$ cat config.mk
export PLATFORM = sky130hd
export DESIGN_NAME = mem_arb
export DESIGN_NICKNAME = d
export VERILOG_FILES = /design/src/rtl/mem_arb.sv
export SDC_FILE = /design/constraint.sdc
export NUM_CORES = 1
export LEC_CHECK = 0
export ABC_CLOCK_PERIOD_IN_PS = 2750
export CORE_MARGIN = 2
export CORE_UTILIZATION = 35
export CTS_BUF_LIST = sky130_fd_sc_hd__clkbuf_4 sky130_fd_sc_hd__clkbuf_8 sky130_fd_sc_hd__clkbuf_16
export DETAILED_ROUTE_END_ITERATION = 10
export PLACE_DENSITY = 0.71
export SLEW_MARGIN = 25
export SYNTH_ARGS = -nofsm -noshare
export SYNTH_HDL_FRONTEND = slang
export SYNTH_SLANG_ARGS = --single-unit
$ cat constraint.sdc
create_clock -name clk_50m -period 2.75 [get_ports clk_50m]
set_input_delay 0.275 -clock clk_50m [delete_from_list [all_inputs] [get_ports clk_50m]]
set_output_delay 0.275 -clock clk_50m [all_outputs]
set_load 0.01 [all_outputs]
$ cat src/rtl/mem_arb.sv
// rtl/mem_arb.sv - two-port (instruction/data) arbiter and sequencer in front of mem_sys; `MEM_ARB_RR_EN selects round-robin ties
module mem_arb #(
    parameter int ADDR_W = 32,
    parameter int DATA_W = 32
) (
    input  logic              clk_50m,
    input  logic              rst_n,
    input  logic              i_valid,
    input  logic [ADDR_W-1:0] i_addr,
    output logic [DATA_W-1:0] i_rdata,
    output logic              i_done,
    input  logic              d_valid,
    input  logic              d_wr,
    input  logic              d_rd,
    input  logic [ADDR_W-1:0] d_addr,
    input  logic [DATA_W-1:0] d_wdata,
    output logic [DATA_W-1:0] d_rdata,
    output logic              d_done,
    output logic              mem_valid,
    output logic              mem_wr,
    output logic              mem_rd,
    output logic [ADDR_W-1:0] mem_addr,
    output logic [DATA_W-1:0] mem_wdata,
    input  logic [DATA_W-1:0] mem_rdata,
    input  logic              mem_done,
    input  logic              sdram_init_done,
    output logic              busy,
    output logic              owner_d
);

    typedef enum logic [1:0] {
        WAIT_INIT = 2'd0,
        IDLE      = 2'd1,
        ISSUE     = 2'd2,
        RELEASE   = 2'd3
    } state_t;

    state_t state, state_nxt;
    logic   grant_i, grant_d, tie_d, d_noop;

    assign d_noop = !d_wr && !d_rd;
    assign busy   = (state == ISSUE) || (state == RELEASE);

    always_comb begin
`ifdef MEM_ARB_RR_EN
        tie_d = !owner_d;
`else
        tie_d = 1'b1;
`endif
        grant_i   = 1'b0;
        grant_d   = 1'b0;
        state_nxt = state;
        case (state)
            WAIT_INIT: if (sdram_init_done) state_nxt = IDLE;
            IDLE: begin
                if (!sdram_init_done) begin
                    state_nxt = WAIT_INIT;
                end else if (i_valid || d_valid) begin
                    if (i_valid && d_valid) begin
                        grant_d = tie_d;
                        grant_i = !tie_d;
                    end else begin
                        grant_d = d_valid;
                        grant_i = i_valid;
                    end
                    // a data no-op never touches mem_sys, so skip straight to RELEASE
                    state_nxt = (grant_d && d_noop) ? RELEASE : ISSUE;
                end
            end
            ISSUE:   if (mem_done) state_nxt = RELEASE;
            RELEASE: if (!mem_done) state_nxt = IDLE;
            default: state_nxt = WAIT_INIT;
        endcase
    end

    always_ff @(posedge clk_50m or negedge rst_n) begin
        if (!rst_n) state <= WAIT_INIT;
        else        state <= state_nxt;
    end

    always_ff @(posedge clk_50m or negedge rst_n) begin
        if (!rst_n) begin
            mem_valid <= 1'b0;
            mem_wr    <= 1'b0;
            mem_rd    <= 1'b0;
            mem_addr  <= '0;
            mem_wdata <= '0;
            i_rdata   <= '0;
            d_rdata   <= '0;
            i_done    <= 1'b0;
            d_done    <= 1'b0;
            owner_d   <= 1'b1;
        end else begin
            i_done <= 1'b0;
            d_done <= 1'b0;
            if (grant_i) begin
                owner_d   <= 1'b0;
                mem_valid <= 1'b1;
                mem_wr    <= 1'b0;
                mem_rd    <= 1'b1;
                mem_addr  <= i_addr;
            end
            if (grant_d) begin
                owner_d <= 1'b1;
                if (d_noop) begin
                    d_done <= 1'b1;
                end else begin
                    mem_valid <= 1'b1;
                    mem_wr    <= d_wr;
                    mem_rd    <= !d_wr;
                    mem_addr  <= d_addr;
                    mem_wdata <= d_wdata;
                end
            end
            if (state == ISSUE && mem_done) begin
                mem_valid <= 1'b0;
                mem_wr    <= 1'b0;
                mem_rd    <= 1'b0;
                if (mem_rd && owner_d)  d_rdata <= mem_rdata;
                if (mem_rd && !owner_d) i_rdata <= mem_rdata;
                if (owner_d) d_done <= 1'b1;
                else         i_done <= 1'b1;
            end
        end
    end

endmodule
# Yosys cells after proc, flatten, opt, wreduce, memory -nomap -nowiden
# Cells that the tools add are included.
word_totals:
  wordCells: 77
  input_bits: 136
  register_bits: 136
op_classes:
  muxes: 41
  n_reduce_logical: 17
  bitwise_logic: 1
  n_eq_ne: 7
op_table:
  columns: ["op", "n"]
  rows:
  - ["$mux 32", 3]
  - ["$mux 1", 32]
  - ["$mux 2", 5]
  - ["$pmux 2 s4", 1]
  - ["$logic_and 1x1->1", 6]
  - ["$ne 2x2->1 const B", 3]
  - ["$reduce_and 2->1", 3]
  - ["$eq 2x2->1 const B", 2]
  - ["$reduce_and 4->1", 1]
  - ["$logic_not 1->1", 3]
  - ["$ne 3x3->1 const B", 1]
  - ["$eq 2x1->1 const B", 1]
  - ["$logic_not 2->1", 1]
  - ["$logic_or 1x1->1", 2]
  - ["$reduce_bool 2->1", 1]
  - ["$not 1->1", 1]

# Longest topological paths before layout
# Gate-level depths: netlist of the first run.
logic_depth:
  word_depth: 11
  mapped_depth: 7
  depth_no_buf: 5

# Worst setup path after synthesis of the first run
# Ideal clock, no wire load.
synth_timing:
  kind: "register to register"
  startpoint: "register state[0]"
  endpoint: "register i_rdata[10]"
  required_time_ns: 2.625
  path_slack_ns: 1.076
  path_buffers: 2
  stages_incl_launch_ff: 8
  setup_ns: 0.125
  arrival_ns: 1.549
  period_less_slack_ns: 1.674
  cell_sequence: "dfrtp_1 > inv_1 > ha_1 > buf_4 > and3b_2 > nand2_4 > clkbuf_8 > mux2_2"
synth_between:
  elab_chain_len: 3
synth_lines:
  columns: ["element", "line_no", "source"]
  rows:
  - ["start, declared", "38", "state_t state, state_nxt;"]
  - ["start signal, assigned", "78", "else state <= state_nxt;"]
  - ["$eq 2x2->1", "115", "if (state == ISSUE && mem_done) begin"]
  - ["$logic_and 1x1->1", "115", null]
  - ["$reduce_and 2->1 (no source line)", null, null]
  - ["end signal, assigned", "120", "if (mem_rd && !owner_d) i_rdata <= mem_rdata;"]
  - ["end, declared", "10", "output logic [DATA_W-1:0] i_rdata,"]
# Every way passes these cells.
# A chain may end at the register's enable or synchronous reset.

# Worst setup path after layout of the first run
layout_timing:
  startpoint: "register state[0]"
  endpoint: "output busy"
layout_between:
  elab_chain_len: 2
layout_lines:
  columns: ["element", "line_no", "source"]
  rows:
  - ["$eq 2x2->1", "42", "assign busy = (state == ISSUE) || (state == RELEASE);"]
  - ["$logic_or 1x1->1 (*)", "42", null]
  - ["end, declared", "27", "output logic busy,"]
# Every way passes the cells marked *; elsewhere a longest branch is shown, timed or not.

==> results of run 1 <==
per-stage QoR:
| step | hold WS, ns | power [mW] | util, % | cells |
|---|---|---|---|---|
| after floorplan | -0.02059 | 5.209 | - | 384 |
| after global placement | 0.1448 | 7.648 | 55.01 | 850 |
| after detailed placement | 0.1466 | 7.795 | 55.01 | 850 |
| after CTS | 0.2813 | 10.26 | 59.22 | 883 |
| after global routing | 0.3032 | 10.69 | 59.22 | 883 |
| final | 0.2834 | 10.12 | 59.22 | 883 |
final cells by class:
class	instances	area share, %
clock buffers	21	5.109
clock inverters	11	1.883
inverters	3	0.1246
multi-input cells	224	21.61
flip-flops and latches	136	37.68
well taps	211	2.922
repair buffers	277	30.67
cell usage after synthesis:
master	count
a32o_1	1
and3b_2	1
o2111ai_2	1
nand4_1	2
buf_2	7
a21boi_0	1
dfstp_2	1
a21o_1	1
inv_1	3
mux2i_1	35
or2_2	1
mux2_1	2
o311a_1	1
and3_1	1
nand3_1	1
nand2_1	5
a21oi_1	33
buf_6	2
nand2b_1	2
dfrtp_1	135
a32oi_1	1
mux2_4	1
o211a_1	1
nor2_1	33
clkbuf_1	5
ha_1	4
o21a_1	1
nand4b_1	1
mux2_2	93
nand2_4	1
buf_4	4
clkbuf_8	3
how the worst min path moves through the flow:
stage | startpoint | end | slack, ns | cells past startpoint
2_1_floorplan | rst_n | d_done | -0.02 | 0
3_3_place_gp | rst_n | d_rdata[12] | 0.14 | 1
3_5_place_dp | rst_n | i_rdata[19] | 0.15 | 1
4_1_cts | rst_n | i_rdata[19] | 0.28 | 2
5_1_grt | rst_n | i_rdata[19] | 0.30 | 2
6_report | rst_n | i_rdata[19] | 0.28 | 2
registers in the layout, summed over array words and instances, names as in the netlist:
| name | count |
|---|---|
| mem_rd | 1 |
| mem_wdata | 32 |
| mem_valid | 1 |
| mem_wr | 1 |
| i_rdata | 32 |
| state | 2 |
| d_done | 1 |
| owner_d | 1 |
| d_rdata | 32 |
| mem_addr | 32 |
| i_done | 1 |
repair_timing:
action                                  4_1_cts  5_1_grt
endpoints found under the hold margin        23        0
endpoints found under the setup margin        0        0
hold buffers                                  1        0
buffers inserted                              0        0
cell families (layout without fill, tap and decap cells):
family | Yosys count | in the layout | synth area share (%)
AOI/OAI and AO/OA | 41 | 41 | 4.387
muxes | 131 | 131 | 26.07
and+or+nand+nor | 48 | 48 | 3.909
buffers and inverters | 24 | 312 | 2.886
adders and majority gates | 4 | 4 | 0.9091
DFF | 136 | 136 | 61.84
per-layer routing:
metal | wire (um) | up-vias | share of wire [%] | GRT usage, %
li1 | - | 1909 | - | -
met1 | 5380 | 1998 | 37 | 18.89
met2 | 7507 | 171 | 52 | 30.59
met3 | 1092 | 35 | 7.5 | 5.945
met4 | 548 | 0 | 3.8 | 9.677
met5 | 0 | - | 0 | 0
power breakdown:
part | switching [mW] | internal [mW] | leakage, nW | total, mW
logic | 1.59 | 2.63 | 2.15 | 4.22
clock network | 0.836 | 1.57 | 0.304 | 2.41
registers | 0.499 | 2.99 | 1.69 | 3.49
==> impl_metrics.yaml, run 1 <==
timing:
  grt_setup_unrepaired: "no"
  fmax_ghz: 0.4324
  post-route-min-period_ns: 2.313
  final-setup-viol-count: 0
  post-route-period-util_pct: 84.10
  slew_violations: 0
  timing.setup.tns_ns: 0
  tightest_slew_ns: 0.5969
  finalWorstSetupSlack_ns: 0.4371
  finClkSkew_ns: 0.007087
  hold_viol: 0
  relSlewSlack_pct: 60.20
synthesis:
  avgSynthCellArea_um2: 14.34
  ys_seq_area_share_pct: 61.84
  synth_warnings: 0
  synth_area_um2: 5505
  synth_fp_nets: 524
  synth_top_area_share_pct: 61.36
  netlist_instances: 384
  synth.area.top_cells: "dfrtp_1 (61%), mux2_2 (19%), mux2i_1 (6.4%)"
  synth-seq-cells: 136
  synth_cell_types: 32
  synth_area_leader_cell: "dfrtp_1"
worst_setup_path:
  worstReg2RegEnd: "i_rdata[26]"
  crit_fanout: 9
  slowest_delay_ns: 0.53
  worstSetupPathType: "reg2out"
  rr_worst_depth: 5
  rr_startpoint: "state[0]"
  critical-path-top-delay-family: "buffers and inverters"
  end_kind: "primary output"
  cp.required_ns: 2.48
  path_cells: "inv_1 > ha_1 > or2_2 > clkdlybuf4s50_1"
  worstSetupStartpoint: "state[0]"
  cp_num_cells: 4
  cp-start-kind: "register"
  cp.arrival_ns: 2.04
  rrSetupSlack_ns: 0.80
  worst-path-buf-inv: 2
  cp_slowest_cell: "clkdlybuf4s50_1"
  cp-endpoint: "busy"
run:
  max_cap_violations: 0
layout:
  layout.area.seq_um2: 3405
  syn_to_final_growth_pct: 64.14
  drive_gt1_share_pct: 20.54
  fin_area_um2: 9036
  antennaDiodeCount: 0
  layout_common_cells: "clkdlybuf4s50_1 (269), dfrtp_1 (135), mux2_2 (93)"
  fill_cells: 1237
  final_nets: 799
  multi_input_area_um2: 1953
  final_common_cell: "clkdlybuf4s50_1"
global_routing:
  gr-total-overflow: 0
  grt_pass1_wl_um: 22630
  antenna_found_initial: 0
  grt_pass1_vias: 4529
  gr-usage-all-layers_pct: 17.60
  grt_max_degree: 80
clocking:
  cts_tree: "done"
  cts_resized: 0
  root_buffer: "clkbuf_16"
  clk_pin_slew_ns: 0.06
  clock_sinks: 136
  clockBufferDepth: 2
  numCtsBuffers: 17
  insertion_delay_ns: 0.41
  h-tree-depth: 4
die:
  die_x_um: 129.4
  std_cell_rows: 45
  ioPinCount: 271
  start_util_pct: 36.08
  core_area_um2: 15260
  fp.dieH_um: 129.4
  dieArea_um2: 16750
power:
  ir_drop_mv: 0.5651
  leakagePower_nw: 4.143
  power_density_nw_per_um2: 1120
routing:
  via_per_inst: 4.658
  drc_errors: 0
  drtIter0Drc: 153
  wl_per_cell_um: 16.45
  ant_nets: 0
  drt-pass1-iter-count: 4
  wl_um: 14530
  dr_total_vias: 4113
place:
  placed_area_um2: 8394
  routabilityCongestion: 0.7862
  post-dp-hpwl_um: 10660
  portBuffers: 270
  post-place-ws_ns: 0.6847
outcome:
  status: "finished clean"
worst_hold_path:
  hold_path_class: "in2async"
Note: power is estimated with default switching activity, not from simulation.
==> run 2, diff against run 1 <==
Settings changed: ABC_CLOCK_PERIOD_IN_PS 2750 to 2300.
Clock period 2.75 ns to 2.3 ns, I/O delays scaled along.
==> impl_metrics.yaml, run 2 (synthesized netlist as in run 1, its figures left out) <==
outcome:
  status: "finished clean"
die:
  start_util_pct: 36.08
  ioPinCount: 271
  core_area_um2: 15260
  fp.dieH_um: 129.4
  die_x_um: 129.4
  dieArea_um2: 16750
  std_cell_rows: 45
clocking:
  h-tree-depth: 4
  clock_sinks: 136
  clockBufferDepth: 2
  cts_setup_buffers: 0
  numCtsBuffers: 17
  clk_pin_slew_ns: 0.06
  insertion_delay_ns: 0.41
  cts_tree: "done"
  root_buffer: "clkbuf_16"
routing:
  via_per_inst: 4.678
  drtIter0Drc: 121
  drt-pass1-iter-count: 4
  wl_um: 14820
  ant_nets: 0
  wl_per_cell_um: 16.70
  drc_errors: 0
  dr_total_vias: 4149
layout:
  final_common_cell: "clkdlybuf4s50_1"
  drive_gt1_share_pct: 21.15
  syn_to_final_growth_pct: 65.93
  final_nets: 803
  layout_common_cells: "clkdlybuf4s50_1 (269), dfrtp_1 (135), mux2_2 (93)"
  antennaDiodeCount: 0
worst_setup_path:
  crit_fanout: 9
  worstSetupPathType: "reg2out"
  cp_slowest_cell: "clkdlybuf4s50_1"
  cp-start-kind: "register"
  slowest_delay_ns: 0.52
  path_cells: "inv_1 > ha_2 > or2_2 > clkdlybuf4s50_1"
  worst-path-buf-inv: 2
  critical-path-top-delay-family: "buffers and inverters"
  cp.arrival_ns: 1.95
  end_kind: "primary output"
  cp.required_ns: 2.07
worst_hold_path:
  hold_path_class: "in2async"
power:
  power_mw: 12.22
  ir_drop_mv: 0.7024
  power_density_nw_per_um2: 1337
  leakagePower_nw: 4.193
timing:
  timing.setup.tns_ns: 0
  hold_viol: 0
  post-route-period-util_pct: 94.76
  final-setup-viol-count: 0
  finClkSkew_ns: 0.005512
  post-route-min-period_ns: 2.180
  grt_setup_unrepaired: "no"
  relSlewSlack_pct: 67.83
  tightest_slew_ns: 0.4824
  fmax_ghz: 0.4588
  slew_violations: 0
place:
  portBuffers: 270
  routabilityCongestion: 0.7836
  post-dp-hpwl_um: 10950
global_routing:
  gr-usage-all-layers_pct: 18.13
  grt_pass1_vias: 4510
  grt_pass1_wl_um: 23230
  gr-total-overflow: 0
  grt_max_degree: 51
  antenna_found_initial: 0
run:
  max_cap_violations: 0
-- run 2: cell count changes in the layout (fill, tap and decap cells not counted), sizes merged --
| cell | delta |
|---|---|
| clkinv | +1 |
| buf | +4 |
| inv | -1 |
| clkinvlp | -1 |
| clkbuf | +1 |
-- run 2: worst reg2reg max path: stages (launching register included) --
cell and delay [ns]:
dfrtp_1 0.40, inv_1 0.11, ha_1 0.30, o2111ai_4 0.30, buf_12 0.28, buf_4 0.20
nor2_1 0.12, a21oi_1 0.06
-- run 2: power by group --
group	total, mW	internal (mW)	switching, mW
clock	2.94	1.93	1.01
sequential	4.19	3.57	0.617
combinational	5.08	3.17	1.91
-- run 2: metrics by stage --
step / instances / hold slack [ns] / utilization (%) / worst slack (ns) / instance area, um^2
floorplan: 384 / -0.06559 / - / 0.6261 / 5505
global placement: 854 / 0.1696 / 55.54 / 0.3443 / 8474
detailed placement: 854 / 0.1700 / 55.54 / 0.3072 / 8474
CTS: 887 / 0.2901 / 59.85 / 0.004836 / 9133
global route: 887 / 0.3270 / 59.87 / 0.03437 / 9135
finish: 887 / 0.3123 / 59.87 / 0.1204 / 9135
-- run 2: repair_timing --
| item | in CTS | in global routing |
|---|---|---|
| hold endpoints to repair | 39 | 0 |
| endpoints found under the setup margin | 0 | 1 |
| hold buffers | 1 | 0 |
| gates resized for setup | 0 | 1 |
-- run 2: path summary, 6_finish.rpt --
kind | start | slack, ns | endpoint | depth (start not counted)
min in group clk_50m | d_addr[23] | 0.39 | mem_addr[23] | 3
max reg2reg | state[1] | 0.41 | mem_addr[0] | 7
min | rst_n | 0.31 | d_rdata[27] | 2
max in group asynchronous | rst_n | 1.27 | owner_d | 3
max | state[0] | 0.12 | busy | 4
min reg2reg | mem_wdata[29] | 0.50 | mem_wdata[29] | 1
-- run 2: layout make-up --
cell class | instances | area, um^2
Clock inverter | 10 | 166.4
Fill cell | 1221 | 6123
Sequential cell | 136 | 3405
Tap cell | 211 | 264.0
Timing Repair Buffer | 281 | 2851
Inverter | 3 | 11.26
Clock buffer | 22 | 481.7
Multi-Input combinational cell | 224 | 1956
-- run 2: per-layer routing --
metal | vias up | GRT usage, % | part of all wire [%]
li1 | 1920 | - | -
met1 | 2040 | 20.16 | 39
met2 | 163 | 31.36 | 51
met3 | 26 | 6.276 | 6.9
met4 | 0 | 8.349 | 2.8
met5 | - | 0 | 0
==> run 3, diff against run 2 <==
Settings changed: GPL_TIMING_DRIVEN set to 1.
==> results of run 3 <==
Final layout, timing and power as in run 2 (identical DEF).
